### config.mk
export PLATFORM = sky130hd
export DESIGN_NAME = cpu_trace_emitter
export DESIGN_NICKNAME = d
export VERILOG_FILES = /design/src/rtl/cpu_trace_pkg.sv /design/src/rtl/cpu_trace_bin2dec.sv /design/src/rtl/cpu_trace_emitter.sv
export SDC_FILE = /design/constraint.sdc
export NUM_CORES = 1
export LEC_CHECK = 0
export ABC_AREA = 0
export CAP_MARGIN = 30
export CORE_ASPECT_RATIO = 0.5
export CORE_MARGIN = 4
export CORE_UTILIZATION = 50
export CTS_CLUSTER_SIZE = 20
export DETAILED_ROUTE_END_ITERATION = 8
export MAX_ROUTING_LAYER = met4
export PLACE_DENSITY = 0.74
export SYNTH_ARGS = -nofsm -noshare
export SYNTH_HDL_FRONTEND = slang
export SYNTH_SLANG_ARGS = --single-unit
### constraint.sdc
create_clock -name clk -period 4.3 [get_ports clk]
set_input_delay 0.43 -clock clk [delete_from_list [all_inputs] [get_ports clk]]
set_output_delay 0.43 -clock clk [all_outputs]
set_load 0.01 [all_outputs]
### src/rtl/cpu_trace_pkg.sv
// Shared constants, emitter state encoding and character helpers for the
// CPU write-back trace emitter.
package cpu_trace_pkg;

  localparam logic [7:0] ASC_CARET  = 8'h5E;
  localparam logic [7:0] ASC_AT     = 8'h40;
  localparam logic [7:0] ASC_COLON  = 8'h3A;
  localparam logic [7:0] ASC_SPACE  = 8'h20;
  localparam logic [7:0] ASC_DOLLAR = 8'h24;
  localparam logic [7:0] ASC_STAR   = 8'h2A;
  localparam logic [7:0] ASC_LT     = 8'h3C;
  localparam logic [7:0] ASC_EQ     = 8'h3D;
  localparam logic [7:0] ASC_HASH   = 8'h23;

  localparam int TIME_MAX = 9999;

  typedef enum logic [3:0] {
    S_IDLE, S_CONV, S_CARET, S_TIME, S_AT, S_PC, S_COLON, S_SP0,
    S_TAG, S_OPND, S_SP1, S_LT, S_EQ, S_SP2, S_DATA, S_HASH
  } emit_state_t;

  function automatic logic [7:0] hex_char(input logic [3:0] n);
    return (n < 4'd10) ? (8'h30 + {4'h0, n}) : (8'h57 + {4'h0, n});
  endfunction

  function automatic logic [7:0] dec_char(input logic [3:0] d);
    return {4'h3, d};
  endfunction

  // Count of significant decimal digits; zero still prints one digit.
  function automatic logic [2:0] bcd_digits(input logic [15:0] bcd);
    if (bcd[15:12] != 4'd0)    return 3'd4;
    else if (bcd[11:8] != 4'd0) return 3'd3;
    else if (bcd[7:4] != 4'd0)  return 3'd2;
    else                        return 3'd1;
  endfunction

  function automatic emit_state_t next_emit(input emit_state_t s);
    case (s)
      S_CARET: return S_TIME;
      S_TIME:  return S_AT;
      S_AT:    return S_PC;
      S_PC:    return S_COLON;
      S_COLON: return S_SP0;
      S_SP0:   return S_TAG;
      S_TAG:   return S_OPND;
      S_OPND:  return S_SP1;
      S_SP1:   return S_LT;
      S_LT:    return S_EQ;
      S_EQ:    return S_SP2;
      S_SP2:   return S_DATA;
      S_DATA:  return S_HASH;
      default: return S_IDLE;
    endcase
  endfunction

endpackage

### src/rtl/cpu_trace_bin2dec.sv
// Iterative 14-bit binary to 4-digit BCD converter (shift-add-3, one bit per
// cycle), followed by one cycle that registers the significant digit count.
module cpu_trace_bin2dec
  import cpu_trace_pkg::*;
(
  input  logic        clk,
  input  logic        reset,
  input  logic        start,
  input  logic [13:0] value,
  output logic        done,
  output logic [15:0] bcd,
  output logic [2:0]  ndig
);

  logic [13:0] shreg;
  logic [15:0] adj;
  logic [3:0]  cnt;
  logic        busy;

  always_comb begin
    adj = bcd;
    for (int i = 0; i < 4; i++) begin
      if (bcd[4*i +: 4] >= 4'd5) adj[4*i +: 4] = bcd[4*i +: 4] + 4'd3;
    end
  end

  // cnt reaching zero means all bits are in; the following cycle finalises.
  always_ff @(posedge clk) begin
    if (reset) begin
      busy  <= 1'b0;
      done  <= 1'b0;
      cnt   <= 4'd0;
      bcd   <= 16'd0;
      shreg <= 14'd0;
      ndig  <= 3'd1;
    end else if (start) begin
      busy  <= 1'b1;
      done  <= 1'b0;
      cnt   <= 4'd14;
      bcd   <= 16'd0;
      shreg <= value;
    end else if (busy) begin
      if (cnt != 4'd0) begin
        bcd   <= {adj[14:0], shreg[13]};
        shreg <= {shreg[12:0], 1'b0};
        cnt   <= cnt - 4'd1;
      end else begin
        busy <= 1'b0;
        done <= 1'b1;
        ndig <= bcd_digits(bcd);
      end
    end
  end

endmodule

### src/rtl/cpu_trace_emitter.sv
// Serialises one register/memory write-back record into the ASCII trace line
// "^<time>@<pc>: $<grf>|*<addr> <= <data>#", one character per accepted beat.
module cpu_trace_emitter
  import cpu_trace_pkg::*;
#(
  parameter int TIME_W  = 14,
  parameter int HEX_LEN = 8
) (
  input  logic              clk,
  input  logic              reset,
  input  logic              in_valid,
  output logic              in_ready,
  input  logic              rec_type,
  input  logic [TIME_W-1:0] time_i,
  input  logic [31:0]       pc_i,
  input  logic [4:0]        grf_i,
  input  logic [31:0]       addr_i,
  input  logic [31:0]       data_i,
  output logic [7:0]        char,
  output logic              char_valid,
  input  logic              char_ready,
  output logic              frame_done
);

  emit_state_t state, next_state;
  logic [3:0]  idx, next_idx;
  logic        last;
  logic        accept;

  logic        rec_r;
  logic [31:0] pc_r, addr_r, data_r;

  logic [13:0] time_sat;
  logic        time_done, grf_done;
  logic [15:0] time_bcd, grf_bcd;
  logic [2:0]  time_nd, grf_nd;
  logic [2:0]  tpos, gpos, hpos;

  assign accept   = in_valid && in_ready;
  assign time_sat = (time_i > TIME_W'(TIME_MAX)) ? 14'(TIME_MAX) : 14'(time_i);

  cpu_trace_bin2dec u_time_conv (
    .clk   (clk),
    .reset (reset),
    .start (accept),
    .value (time_sat),
    .done  (time_done),
    .bcd   (time_bcd),
    .ndig  (time_nd)
  );

  cpu_trace_bin2dec u_grf_conv (
    .clk   (clk),
    .reset (reset),
    .start (accept),
    .value ({9'd0, grf_i}),
    .done  (grf_done),
    .bcd   (grf_bcd),
    .ndig  (grf_nd)
  );

  // Digit position within a field: decimal fields print MSB-first over only
  // the significant digits, hex fields walk nibbles 7 down to 0.
  assign tpos = time_nd - 3'd1 - idx[2:0];
  assign gpos = grf_nd - 3'd1 - idx[2:0];
  assign hpos = 3'd7 - idx[2:0];

  always_ff @(posedge clk) begin
    if (reset) begin
      state <= S_IDLE;
      idx   <= 4'd0;
    end else begin
      state <= next_state;
      idx   <= next_idx;
    end
  end

  always_ff @(posedge clk) begin
    if (accept) begin
      rec_r  <= rec_type;
      pc_r   <= pc_i;
      addr_r <= addr_i;
      data_r <= data_i;
    end
  end

  always_comb begin
    next_state = state;
    next_idx   = idx;
    char       = 8'h00;
    char_valid = 1'b1;
    last       = 1'b1;
    in_ready   = (state == S_IDLE);
    case (state)
      S_IDLE: begin
        char_valid = 1'b0;
        if (in_valid) next_state = S_CONV;
      end
      S_CONV: begin
        char_valid = 1'b0;
        if (time_done && grf_done) next_state = S_CARET;
      end
      S_CARET: char = ASC_CARET;
      S_TIME: begin
        char = dec_char(time_bcd[{tpos[1:0], 2'b00} +: 4]);
        last = (idx[2:0] == time_nd - 3'd1);
      end
      S_AT: char = ASC_AT;
      S_PC: begin
        char = hex_char(pc_r[{hpos, 2'b00} +: 4]);
        last = (idx == 4'(HEX_LEN - 1));
      end
      S_COLON: char = ASC_COLON;
      S_SP0:   char = ASC_SPACE;
      S_TAG:   char = rec_r ? ASC_STAR : ASC_DOLLAR;
      S_OPND: begin
        if (rec_r) begin
          char = hex_char(addr_r[{hpos, 2'b00} +: 4]);
          last = (idx == 4'(HEX_LEN - 1));
        end else begin
          char = dec_char(grf_bcd[{gpos[1:0], 2'b00} +: 4]);
          last = (idx[2:0] == grf_nd - 3'd1);
        end
      end
      S_SP1: char = ASC_SPACE;
      S_LT:  char = ASC_LT;
      S_EQ:  char = ASC_EQ;
      S_SP2: char = ASC_SPACE;
      S_DATA: begin
        char = hex_char(data_r[{hpos, 2'b00} +: 4]);
        last = (idx == 4'(HEX_LEN - 1));
      end
      S_HASH:  char = ASC_HASH;
      default: char_valid = 1'b0;
    endcase
    if (char_valid && char_ready) begin
      if (last) begin
        next_state = next_emit(state);
        next_idx   = 4'd0;
      end else begin
        next_idx = idx + 4'd1;
      end
    end
    frame_done = (state == S_HASH) && char_ready;
  end

endmodule
==> results of run 1 <==
[per-stage QoR]
step / cells / hold WS [ns] / power, mW / utilization, % / instance area [µm²]
after floorplan: 848 / 0.4319 / 2.302 / - / 9084
after global placement: 1177 / 0.4395 / 2.472 / 59.90 / 10550
final: 1211 / 0.4570 / 4.068 / 63.57 / 11200
after global routing: 1211 / 0.4830 / 4.220 / 63.57 / 11200
after CTS: 1211 / 0.4577 / 4.091 / 63.57 / 11200
after detailed placement: 1179 / 0.4441 / 2.505 / 60.21 / 10600
[cell type report]
class	instances	area, µm²
fill	1387	6416
sequential	187	4716
multi-input combinational	573	3979
timing repair buffer	145	1464
clock buffer	17	425.4
tap	234	292.8
clock inverter	15	166.4
inverter	40	152.6
[cells in the mapped netlist, types with 23 or more instances]
cell	n
nand2_1	126
edfxtp_1	97
a21oi_1	92
dfxtp_1	90
nor2_1	51
inv_1	39
o21ai_0	39
ha_1	28
clkbuf_1	27
mux2i_1	25
mux4_2	23
nand3_1	23
[logic make-up after synthesis]
kind of cell	count (synthesis)
other	1
flip-flops	187
adder cells (fa/ha/maj)	28
AO/OA/AOI/OAI	189
AND/OR/NAND/NOR	270
XOR/XNOR	28
buffers and inverters	88
multiplexers	57
[final timing paths]
path | startpoint | to | cells after the start
worst max register to register | state[1] | u_grf_conv.bcd[12] | 5
worst min register to register | u_grf_conv.shreg[9] | u_grf_conv.shreg[10] | 2
worst min-delay path | u_grf_conv.shreg[9] | u_grf_conv.shreg[10] | 2
worst max-delay path | idx[0] | char[1] | 8
[layer usage]
layer	wire, µm	global-route usage [%]
met3	1191	3.430
met4	139	4.307
met5	0	-
met2	9882	34.07
met1	9687	29.85
[state kept, by name, indices dropped and copies added (netlist names), named ones only]
signal,flops
state,4
u_grf_conv.ndig,3
data_r,32
u_time_conv.shreg,14
u_time_conv.done,1
u_grf_conv.busy,1
pc_r,32
u_time_conv.cnt,4
u_grf_conv.shreg,14
addr_r,32
rec_r,1
u_grf_conv.bcd,16
u_grf_conv.done,1
u_time_conv.busy,1
u_time_conv.bcd,16
u_time_conv.ndig,3
u_grf_conv.cnt,4
idx,4
[worst max-delay path: cells and delay by family, from the launching register on]
family / cells / cell delay [ns]
compound gates: 3 / 0.59
fa+ha+maj: 1 / 0.21
xor+xnor: 1 / 0.19
flops: 1 / 0.82
mux: 1 / 0.57
buf+inv: 2 / 0.82
[power breakdown]
part,internal [mW],leakage (nW),switching [mW],total (mW)
Combinational,0.217,1.90,0.215,0.433
Clock,0.836,0.292,0.767,1.60
Sequential,1.98,1.66,0.0474,2.03
==> results.md, run 1 <==
- The flow ran to the end, and the final reports show no timing, DRC or antenna violations.
- The core region area is 0.01761 mm².
- During synthesis, Yosys emitted a total of 0 warnings.
- The wire length per cell after detailed routing is 17.26 µm.
- The clock edge transition at the registers on the reported setup and hold paths is 0.08 ns.
- The die extent in y is 103.3 µm.
- The global router's overall resource usage is 21.46%.
- The arithmetic-cell share of the synthesized area counting full adders, half adders and majority gates is 3.857%.
- The type of the setup path with the least slack is register to primary output.
- Headroom to the max-slew limit came out at 36.35%.
- The number of distinct library cells after synthesis is 66.
- Walking the worst path, the cells encountered are buf_4 > ha_1 > xnor2_2 > mux4_2 > a21o_1 > a211oi_1 > o211ai_1 > clkdlybuf4s50_1.
- Yosys attributes the largest share of cell area to edfxtp_1 32%, dfxtp_1 20%, mux4_2 5.7%.
- The number of port buffers is 129.
- The main flop type after synthesis is edfxtp_1.
- The initial antenna violation count is 0.
- The root buffer cell is clkbuf_16.
- The most frequent standard cell in the layout excluding fill and tap cells is clkdlybuf4s50_1.
- The critical path arrival is 3.62 ns.
- The count of nets left with antenna violations once routing finished came out at 0.
- The violation count after the first detailed-route iteration is 557.
- Routability-driven placement finished with a final weighted congestion of 0.8538.
- The synthesized design contains 187 register bits.
- The proportion of netlist area held by the largest area contributor is 32.07%.
- The antenna diode instance count is 0.
- The worst path needs 4.051 ns of the cycle, external delays included.
- In this run the worst path has a maximum fanout of 13.
- The max-slew violation count is 0.
- The tool flagged a number of max-cap violations equal to 0.
- The actual transition at the worst max-transition pin is 0.9547 ns.
- The first-pass GRT wire length is 33.95 mm.
- After synthesis, the largest family of logic cells by area is simple AND/OR/NAND/NOR gates.
- Setup repair after global routing left no endpoint under its margin.
- The first detailed-routing pass ran for 5 iterations.
- Entering global routing, the biggest net connects 59 pins.
- The critical path endpoint category is a primary output.
- The via density per instance is 5.592.
- The analysis attributes to cell leakage a power of 3.858 nW.
- The residual overflow from global routing is 0.
- Counting every net in the synthesized netlist gives 996.
- Once the floorplan was initialized, standard cells occupied 51.58% of the core.
- Power spread over the standard cell area amounts to 363.3 mW/mm².
- In the layout the commonest cells are 129 x clkdlybuf4s50_1, 126 x nand2_1, 97 x edfxtp_1.
- For this block, the via count after detailed routing is 6772.
- The maximum buffer depth of the clock tree is 2.
- Of the post-synthesis cell area, the part taken by muxes is 10.43%.
- The synthesized netlist devotes 12.47% of its cell area to compound gates.
- The number of synthesized flops with an enable pin is 97.
- STA classifies the critical path startpoint as a register.
- In this run the worst hold path is classified as register to register.
- The ratio of cells with drive above 1 in the final layout is 8.598%.
- The wire length reported by the detailed router is 20.90 mm.
- The total negative slack for setup checks is 0 ns.
- The largest clock skew in the final design is 0.01228 ns.
- The later pin in the worst-skew pair is clocked with a latency of 0.43 ns.
- The total number of nets in the final design is 1112.
- The via count of the first global-routing pass is 6538.
- Among all stages on the critical path, the largest delay is contributed by dfxtp_1.
- The clock drives 187 sinks.
- The sequential fraction of the synthesis area is 51.90%.
- In this run the horizontal extent of the chip is 198.6 µm.
- The worst register-to-register path has a setup slack of 1.04 ns.
- Summing every instance area after synthesis gives 0.009084 mm².
- The worst setup slack after layout is 0.2487 ns.
- The number of hold buffers added after cts is 0.
- The depth of the CTS H-tree is 4.
- The post-synthesis share of cell area spent on and, or, nand and nor gates is 13.55%.
- The floorplan has 34 rows.
- Timing analysis after detailed placement gives a worst setup slack of 0.6608 ns.
- The quantity of gates resized following cts is 0.
- The async set or reset register ratio after synthesis is 0%.
- The area growth from synthesis to layout is 23.25%.
- The maximum resistive drop on vdd is 0.2447 mV.
- The TritonCTS buffer count is 17.
- Data on the critical path is required at its endpoint by 3.87 ns.
- The largest total area in the synthesized netlist belongs to edfxtp_1.
- Counting every instance in the synthesized netlist gives 848.
- Pin placement for this block handled 131 I/O pins.
- The die outline area is 0.02052 mm².
- The count of final setup violators is 0.
- After synthesis, the mean cell area works out to 10.71 µm².
- After Yosys synthesis, XOR and XNOR cells account for 3.430% of the synthesized area.
- After layout, the worst path uses 94.22% of the clock period.
- Once detailed placement completed, the half-perimeter wirelength came to 14.84 mm.
- The number of post-CTS setup repair buffers is 0.
- For this run, the top clock speed supported by timing is 246.8 MHz.
- TritonCTS built the clock tree.
- For this run, the slowest stage of the critical path takes 0.82 ns.
- The final hold violation count is 0.
- The DRC violation count after routing is 0.
(Power assumes the default switching activity.)
==> run 2: changes to the inputs <==
Settings changed: ABC_AREA 0 to 1.
==> results.md, run 2 <==
- The largest clock skew in the final design is 0.01095 ns (-0.001333 ns).
- The total nets after synthesis is 1281 (+29%).
- The maximum buffer depth of the clock tree is 2 (unchanged).
- The number of top-level pins came to 131 (unchanged).
- The worst max-slew margin expressed relative to the limit is 46.37% (+10 points).
- The share of total power in combinational logic is 38.1% (+28 points).
- The number of synthesized flops with an enable pin was 97 (unchanged).
- The path with the worst hold slack has its endpoint at u_time_conv.cnt[0].
- The total negative slack for setup checks is 0 ns (unchanged).
- The count of final setup violators is 0 (unchanged).
- The leakage power is 4.668 nW (+21%).
- The instance count of the mapped netlist is 1133 (+34%).
- The weighted congestion at the end of routability-driven global placement was 0.9321 (+9.2%).
- The biggest fanout along the worst timing path is 48 (+35).
- The worst setup slack after layout is 0.5476 ns (+0.2989 ns).
- The total number of nets in the final design is 1393 (+25%).
- The quantity of gates resized following cts was 0 (unchanged).
- The total chip power is 7.195 mW (+77%).
- The critical path endpoint category is a primary output.
- The ratio of cells with drive above 1 in the final layout was 7.393% (-1.2 points).
- The cell area after technology mapping is 0.009445 mm² (+4.0%).
- The clock net sink count is 187 (unchanged).
- The number of inserted filler cells in the final layout is 1596 (+15%).
- The sequential cell area is 0.004716 mm² (unchanged).
- The worst setup timing slack at the placement stage is 1.008 ns (+0.3471 ns).
- The most common cell in the synthesized netlist is nand2_1.
- The maximum number of pins on one net before global-route repair is 79 (+34%).
- The power per cell area came to 625.8 mW/mm² (+72%).
- The starting density of the core was 51.11% (-0.47 points).
- The number of synthesized register bits is 187 (unchanged).
- From synthesis to final layout, the design area changed by 21.72%.
- The top achievable clock speed is 266.5 MHz (+8.0%).
- Setup repair after global routing left no endpoint under its margin.
- Leaving out fill and tap cells, the most frequent cells in the layout are 219 x nand2_1, 130 x inv_1, 129 x clkdlybuf4s50_1.
- The maximum resistive drop on vdd is 0.3479 mV (+42%).
- The initial antenna violation count is 0 (unchanged).
- The most frequent standard cell in the layout excluding fill and tap cells is nand2_1.
- The kind of path behind the tightest hold check is register to register.
- The setup slack of the worst register-to-register path is 1.84 ns (+0.80 ns).
- The DRC violation count after routing is 0 (unchanged).
- The proportion of netlist area held by the largest area contributor is 30.84% (-1.2 points).
- The number of violations of the max-capacitance limit was 0 (unchanged).
- CTS placed an instance of clkbuf_16 at the clock tree root.
- The depth of the CTS H-tree came to 4 (unchanged).
- The number of hold buffers added after cts is 0 (unchanged).
- The number of post-CTS setup repair buffers is 0 (unchanged).
- The endpoint identified for the worst register-to-register timing path is u_time_conv.shreg[1].
- The fraction of power spent switching nets came to 38.69% (+13 points).
- The TritonCTS clock tree is built.
- The final hold violation count is 0 (unchanged).
- The die width is 202.4 µm (+1.9%).
- The TritonCTS buffer count came to 17 (unchanged).
- The residual overflow from global routing came to 0 (unchanged).
- In the final layout, the registers with the most flip-flops are addr_r x32, data_r x32, pc_r x32.
- The design internal power came to 4.411 mW (+45%).
- The clock latency on the worst-skew pair is 0.44 ns (about the same).
- The type of the setup path with the least slack is register to primary output.
- The antenna diode instance count came to 0 (unchanged).
- The clock edge transition at the registers on the reported setup and hold paths was 0.08 ns (about the same).
- The die outline area is 0.02129 mm² (+3.7%).
- The violation count after the first detailed-route iteration is 479 (-14%).
- The core region area is 0.01848 mm² (+4.9%).
- The instance count along the most critical hold path came to 2 (unchanged).
- The first-pass GRT wire length is 37.27 mm (+9.8%).
- The detailed-routing iteration count for the pre-antenna-repair pass came to 6 (+1).
- The standard-cell row count came to 35 (+2.9%).
- The final critical delay including setup and external delays was 3.752 ns (-0.2989 ns).
- The average cell area after synthesis is 8.337 µm² (-22%).
- The max-slew violation count is 0 (unchanged).
- The number of port buffers is 129 (unchanged).
- The count of warnings emitted by yosys is 0 (unchanged).
- The wire length per cell after detailed routing was 15.13 µm (-12%).
- The cell depth of the worst flop-to-flop path came to 10 (+5).
- The main flop type after synthesis is edfxtp_1.
- The portion of total power attributed to the clock network is 23.0% (-16 points).
- The critical path arrival is 3.32 ns (-0.30 ns).
- The number of distinct library cells after synthesis came to 47 (-29%).
- The required time of the worst setup path is 3.87 ns (about the same).
- The wire length reported by the detailed router came to 22.95 mm (+9.8%).
- The number of nets still failing antenna checks after routing came to 0 (unchanged).
- The via density per instance was 5.281 (-5.6%).
- The global router's overall resource usage is 22.19% (+0.72 points).
- The detailed-route via count is 8011 (+18%).
- The worst register-to-register path begins at state[3].
- The die extent in y was 105.2 µm (+1.8%).
- By count the netlist is led by 219 x nand2_1, 130 x inv_1, 128 x nor2_1.
- The biggest area contributor in the post-synthesis netlist is edfxtp_1.
- The sequential fraction of the synthesis area came to 49.91% (-2.0 points).
- The total area of multi-input combinational cells is 0.003919 mm² (-1.5%).
- The flow ran to the end, and the final reports show no timing, DRC or antenna violations.
- The via count of the first global-routing pass came to 7803 (+19%).
- The actual transition at the worst max-transition pin is 0.8035 ns (-0.1512 ns).
- The net switching power came to 2.784 mW (+170%).
- In the post-synthesis netlist, the biggest area contributors are edfxtp_1 31%, dfxtp_1 19%, nand2_1 8.7%.
- The part of the total power dissipated in sequential elements came to 38.9% (-11 points).
- The start point of the worst hold path is u_time_conv.cnt[0].
- The half-perimeter wire length of the detailed placement result came to 16.20 mm (+9.1%).
- The worst setup path is launched from a register.
- The async set or reset register ratio after synthesis is 0% (unchanged).
- The ratio of final minimum period to clock period was 87.26% (-7.0 points).
-- run 2: cell type report --
class	instances	area share, %
clock buffers	17	3.700
clock inverters	15	1.632
inverters	145	4.756
multi-input cells	755	34.08
flip-flops and latches	187	41.02
well taps	259	2.819
repair buffers	139	11.99
-- run 2: critical path: stages, from the launching register on --
cell             delay, ns
dfxtp_2               0.43
inv_2                 0.57
o21ai_0               0.21
o21ai_0               0.11
inv_1                 0.05
o21ai_0               0.21
inv_1                 0.10
ha_1                  0.20
nand2_1               0.07
nand3_1               0.08
nand2_1               0.08
nand3_1               0.07
nor2_1                0.16
nor2_1                0.06
clkdlybuf4s50_1       0.47
-- run 2: per-layer routing --
metal,GRT usage (%),share of wire (%),vias to the layer above
met5,-,0,-
met4,7.067,2.0,0
met3,4.713,5.3,41
met2,35.57,47,237
met1,28.47,46,3734
li1,-,-,3999
-- run 2: per-stage QoR --
step | instance area (µm²) | hold WS [ns] | util (%) | std cells
floorplan | 9445 | 0.4258 | - | 1133
global placement | 10880 | 0.4420 | 58.90 | 1485
detailed placement | 10880 | 0.4486 | 58.90 | 1485
CTS | 11500 | 0.4642 | 62.21 | 1517
global route | 11500 | 0.4832 | 62.21 | 1517
finish | 11500 | 0.4652 | 62.21 | 1517
-- run 2: worst max-delay path by stage --
stage | startpoint | endpoint | slack [ns] | cells past startpoint
global placement | idx[0] | char[4] | 1.15 | 14
finish | idx[0] | char[4] | 0.55 | 14
CTS | idx[0] | char[4] | 0.52 | 14
detailed placement | idx[0] | char[4] | 1.01 | 14
floorplan | idx[0] | char[4] | 2.00 | 14
global route | idx[0] | char[4] | 0.22 | 14
-- run 2: power groups by stage --
stage          Sequential (mW)  Clock (mW)  Combinational, mW
2_1_floorplan             2.74           0               1.95
3_3_place_gp              2.82           0               2.64
3_5_place_dp              2.83           0               2.72
4_1_cts                   2.80        1.68               2.74
5_1_grt                   2.85        1.76               3.09
6_report                  2.80        1.66               2.74
-- run 2: cells by family after synthesis --
logic type	share of synthesized area, %
fa+ha+maj	3.709
buf+inv	8.597
compound gates	14.94
other cells	0.03970
simple gates	21.22
xor+xnor	1.576
flops	49.91
==> run 3: changes to the inputs <==
Settings changed: PLACE_DENSITY 0.74 to 0.77.
Clock period 4.3 ns to 3.1 ns, I/O delays scaled along.
==> results.md, run 3 (same netlist as run 2, synthesis figures left out) <==
- The number of hold buffers added after cts is 0 (unchanged).
- The leakage power came to 4.790 nW (+2.6%).
- In this run the most used layer during global routing was met2.
- The half-perimeter wire length of the detailed placement result is 16.58 mm (+2.4%).
- The global routing usage on met1 is 28.73% (+0.26 points).
- The die width was 202.4 µm (unchanged).
- The maximum buffer depth of the clock tree is 2 (unchanged).
- The starting density of the core is 51.11% (unchanged).
- The portion of total power attributed to the clock network is 22.3% (-0.7 points).
- The number of nets still failing antenna checks after routing came to 0 (unchanged).
- The count of final setup violators came to 0 (unchanged).
- The kind of path behind the tightest hold check is primary input to register.
- The biggest fanout along the worst timing path is 21 (-56%).
- The number of violations of the max-capacitance limit came to 0 (unchanged).
- The TritonCTS clock tree is built.
- The DRC violation count after routing came to 0 (unchanged).
- The startpoint identified for the worst register-to-register timing path is idx[0].
- The max-slew violation count is 0 (unchanged).
- For this run, the top clock speed supported by timing is 324.3 MHz.
- The run finished with clean final reports.
- The via density per instance was 5.300 (+0.36%).
- The detailed-routing iteration count for the pre-antenna-repair pass was 5 (-1).
- The core region area is 0.01848 mm² (unchanged).
- The setup slack of the worst register-to-register path came to 0.71 ns (-1.13 ns).
- The kind of start point of the critical path is a register.
- The met2 capacity usage during global routing is 36.72% (+1.2 points).
- The violation count after the first detailed-route iteration was 577 (+20%).
- Compared with the post-synthesis result, the final layout area differs by 23.27%.
- The total negative slack for setup checks is 0 ns (unchanged).
- The via count of the first global-routing pass is 7720 (-1.1%).
- The largest clock skew in the final design is 0.01237 ns (+0.001418 ns).
- In the final layout, the registers with the most flip-flops are addr_r x32, data_r x32, pc_r x32.
- The maximum number of pins on one net before global-route repair is 59 (-25%).
- The power per cell area is 854.4 mW/mm² (+37%).
- The type of the setup path with the least slack is register to primary output.
- The maximum resistive drop on vdd was 0.4803 mV (+38%).
- The part of the total power dissipated in sequential elements came to 38.9% (about the same).
- The initial antenna violation count was 0 (unchanged).
- The number of inserted filler cells in the final layout is 1573 (-1.4%).
- The share of total power in combinational logic was 38.8% (+0.7 points).
- The worst max-slew margin expressed relative to the limit is 66.41% (+20 points).
- The detailed-route via count is 8109 (+1.2%).
- The ratio of cells with drive above 1 in the final layout was 9.127% (+1.7 points).
- The global routing met3 resource utilization is 3.938% (-0.78 points).
- The clock net sink count is 187 (unchanged).
- The clock edge transition at the registers on the reported setup and hold paths is 0.08 ns (about the same).
- The final critical delay including setup and external delays is 3.083 ns.
- The global router's overall resource usage is 22.19% (unchanged).
- The first-pass GRT wire length is 37.43 mm (+0.41%).
- The required time of the worst setup path came to 2.79 ns (-1.08 ns).
- The total placed instance area came to 0.01097 mm² (+0.80%).
- The clock latency on the worst-skew pair is 0.44 ns (about the same).
- The fraction of power spent switching nets is 39.40% (+0.70 points).
- The net switching power is 3.919 mW (+41%).
- The design internal power came to 6.029 mW (+37%).
- The start point of the worst hold path is data_i[6].
- The library cells used most frequently in the layout, excluding fill and tap cells, are 216 x nand2_1, 130 x inv_1, 127 x nor2_1.
- The post-route cell area is 0.01164 mm² (+1.3%).
- The launch point of the worst path is idx[0].
- Dividing the final minimum period by the clock period gives 99.46%.
- The total number of nets in the final design is 1406 (+0.93%).
- The wire length reported by the detailed router was 22.81 mm (-0.58%).
- The number of top-level pins is 131 (unchanged).
- The TritonCTS buffer count was 17 (unchanged).
- The die extent in y is 105.2 µm (unchanged).
- Leaving out fill and tap cells, the most frequent cell in the layout is nand2_1.
- The antenna diode instance count is 0 (unchanged).
- Setup repair after global routing could not meet its margin everywhere.
- The critical path arrival is 2.77 ns (-0.55 ns).
- CTS placed an instance of clkbuf_16 at the clock tree root.
- The critical path endpoint category is a primary output.
- The final hold violation count is 0 (unchanged).
- The wire length per cell after detailed routing is 14.91 µm (-1.4%).
- The standard-cell row count was 35 (unchanged).
- The depth of the CTS H-tree is 4 (unchanged).
- The number of port buffers is 129 (unchanged).
- The actual transition at the worst max-transition pin is 0.5033 ns (-0.3002 ns).
- The residual overflow from global routing is 0 (unchanged).
- The weighted congestion at the end of routability-driven global placement is 0.9226 (-1.0%).
- The die outline area is 0.02129 mm² (unchanged).
-- run 3: cell count changes in the layout (fill, tap and decap cells not counted), moves of 3 or more --
cell / previous run / this run
buf_4: 9 / 16
clkdlybuf4s50_1: 129 / 124
dlygate4sd2_1: 0 / 3
inv_8: 1 / 5
nand2_1: 219 / 216
nand2_2: 10 / 13
o21ai_0: 102 / 98
-- run 3: metal layers --
metal	up-vias	part of all wire, %	wire length (µm)
li1	4034	-	-
met1	3805	45	10370
met2	246	48	10900
met3	24	5.5	1265
met4	0	1.2	280
met5	-	0	0
-- run 3: per-stage QoR --
stage | power [mW] | worst slack [ns] | std cells | hold slack (ns) | utilization, %
final | 9.949 | 0.01664 | 1530 | 0.4171 | 63.01
after global routing | 10.66 | -0.1426 | 1530 | 0.4062 | 63.01
after CTS | 9.966 | 0.004309 | 1529 | 0.4074 | 62.86
after detailed placement | 7.740 | 0.2056 | 1495 | 0.4569 | 59.37
after global placement | 7.607 | 0.3111 | 1495 | 0.4478 | 59.37
after floorplan | 6.503 | 0.8719 | 1133 | 0.3943 | -
-- run 3: path summary, 6_finish.rpt --
kind                       endpoint  cells past startpoint
setup reg to reg           register                     15
hold reg to reg   u_grf_conv.cnt[0]                      2
hold / removal            data_r[6]                      1
setup / recovery            char[0]                     13
-- run 3: cell type report --
cell class	count	area [µm²]	area share [%]
Tap cell	259	324.1	2.783
Inverter	145	549.3	4.717
Multi-Input combinational cell	755	3946	33.89
Clock buffer	17	425.4	3.654
Clock inverter	15	168.9	1.451
Sequential cell	187	4720	40.53
Timing Repair Buffer	152	1510	12.97
-- run 3: timing repair --
item                       CTS  global route
buffers inserted             2             1
hold endpoints to repair     0             0
pin swaps                    0             1
gates resized for setup     19             7
setup endpoints to repair    6             3
-- run 3: worst max-delay path, cell delays in order (launching register included) --
cell and delay [ns]:
dfxtp_4 0.39, inv_2 0.08, buf_8 0.16, buf_6 0.16, o21ai_0 0.08, o22ai_1 0.19, nand2_1 0.09, o21ai_2 0.10
nand2_1 0.14, and2_1 0.17, nor2_1 0.11, nor2_1 0.06, nand2_1 0.08, clkdlybuf4s50_1 0.54
-- run 3: power by group through the flow --
| stage | clock network (mW) | registers, mW | logic (mW) |
|---|---|---|---|
| detailed placement | 0 | 3.92 | 3.82 |
| floorplan | 0 | 3.81 | 2.70 |
| finish | 2.22 | 3.87 | 3.86 |
| global placement | 0 | 3.90 | 3.70 |
| CTS | 2.25 | 3.87 | 3.85 |
| global route | 2.36 | 3.94 | 4.36 |
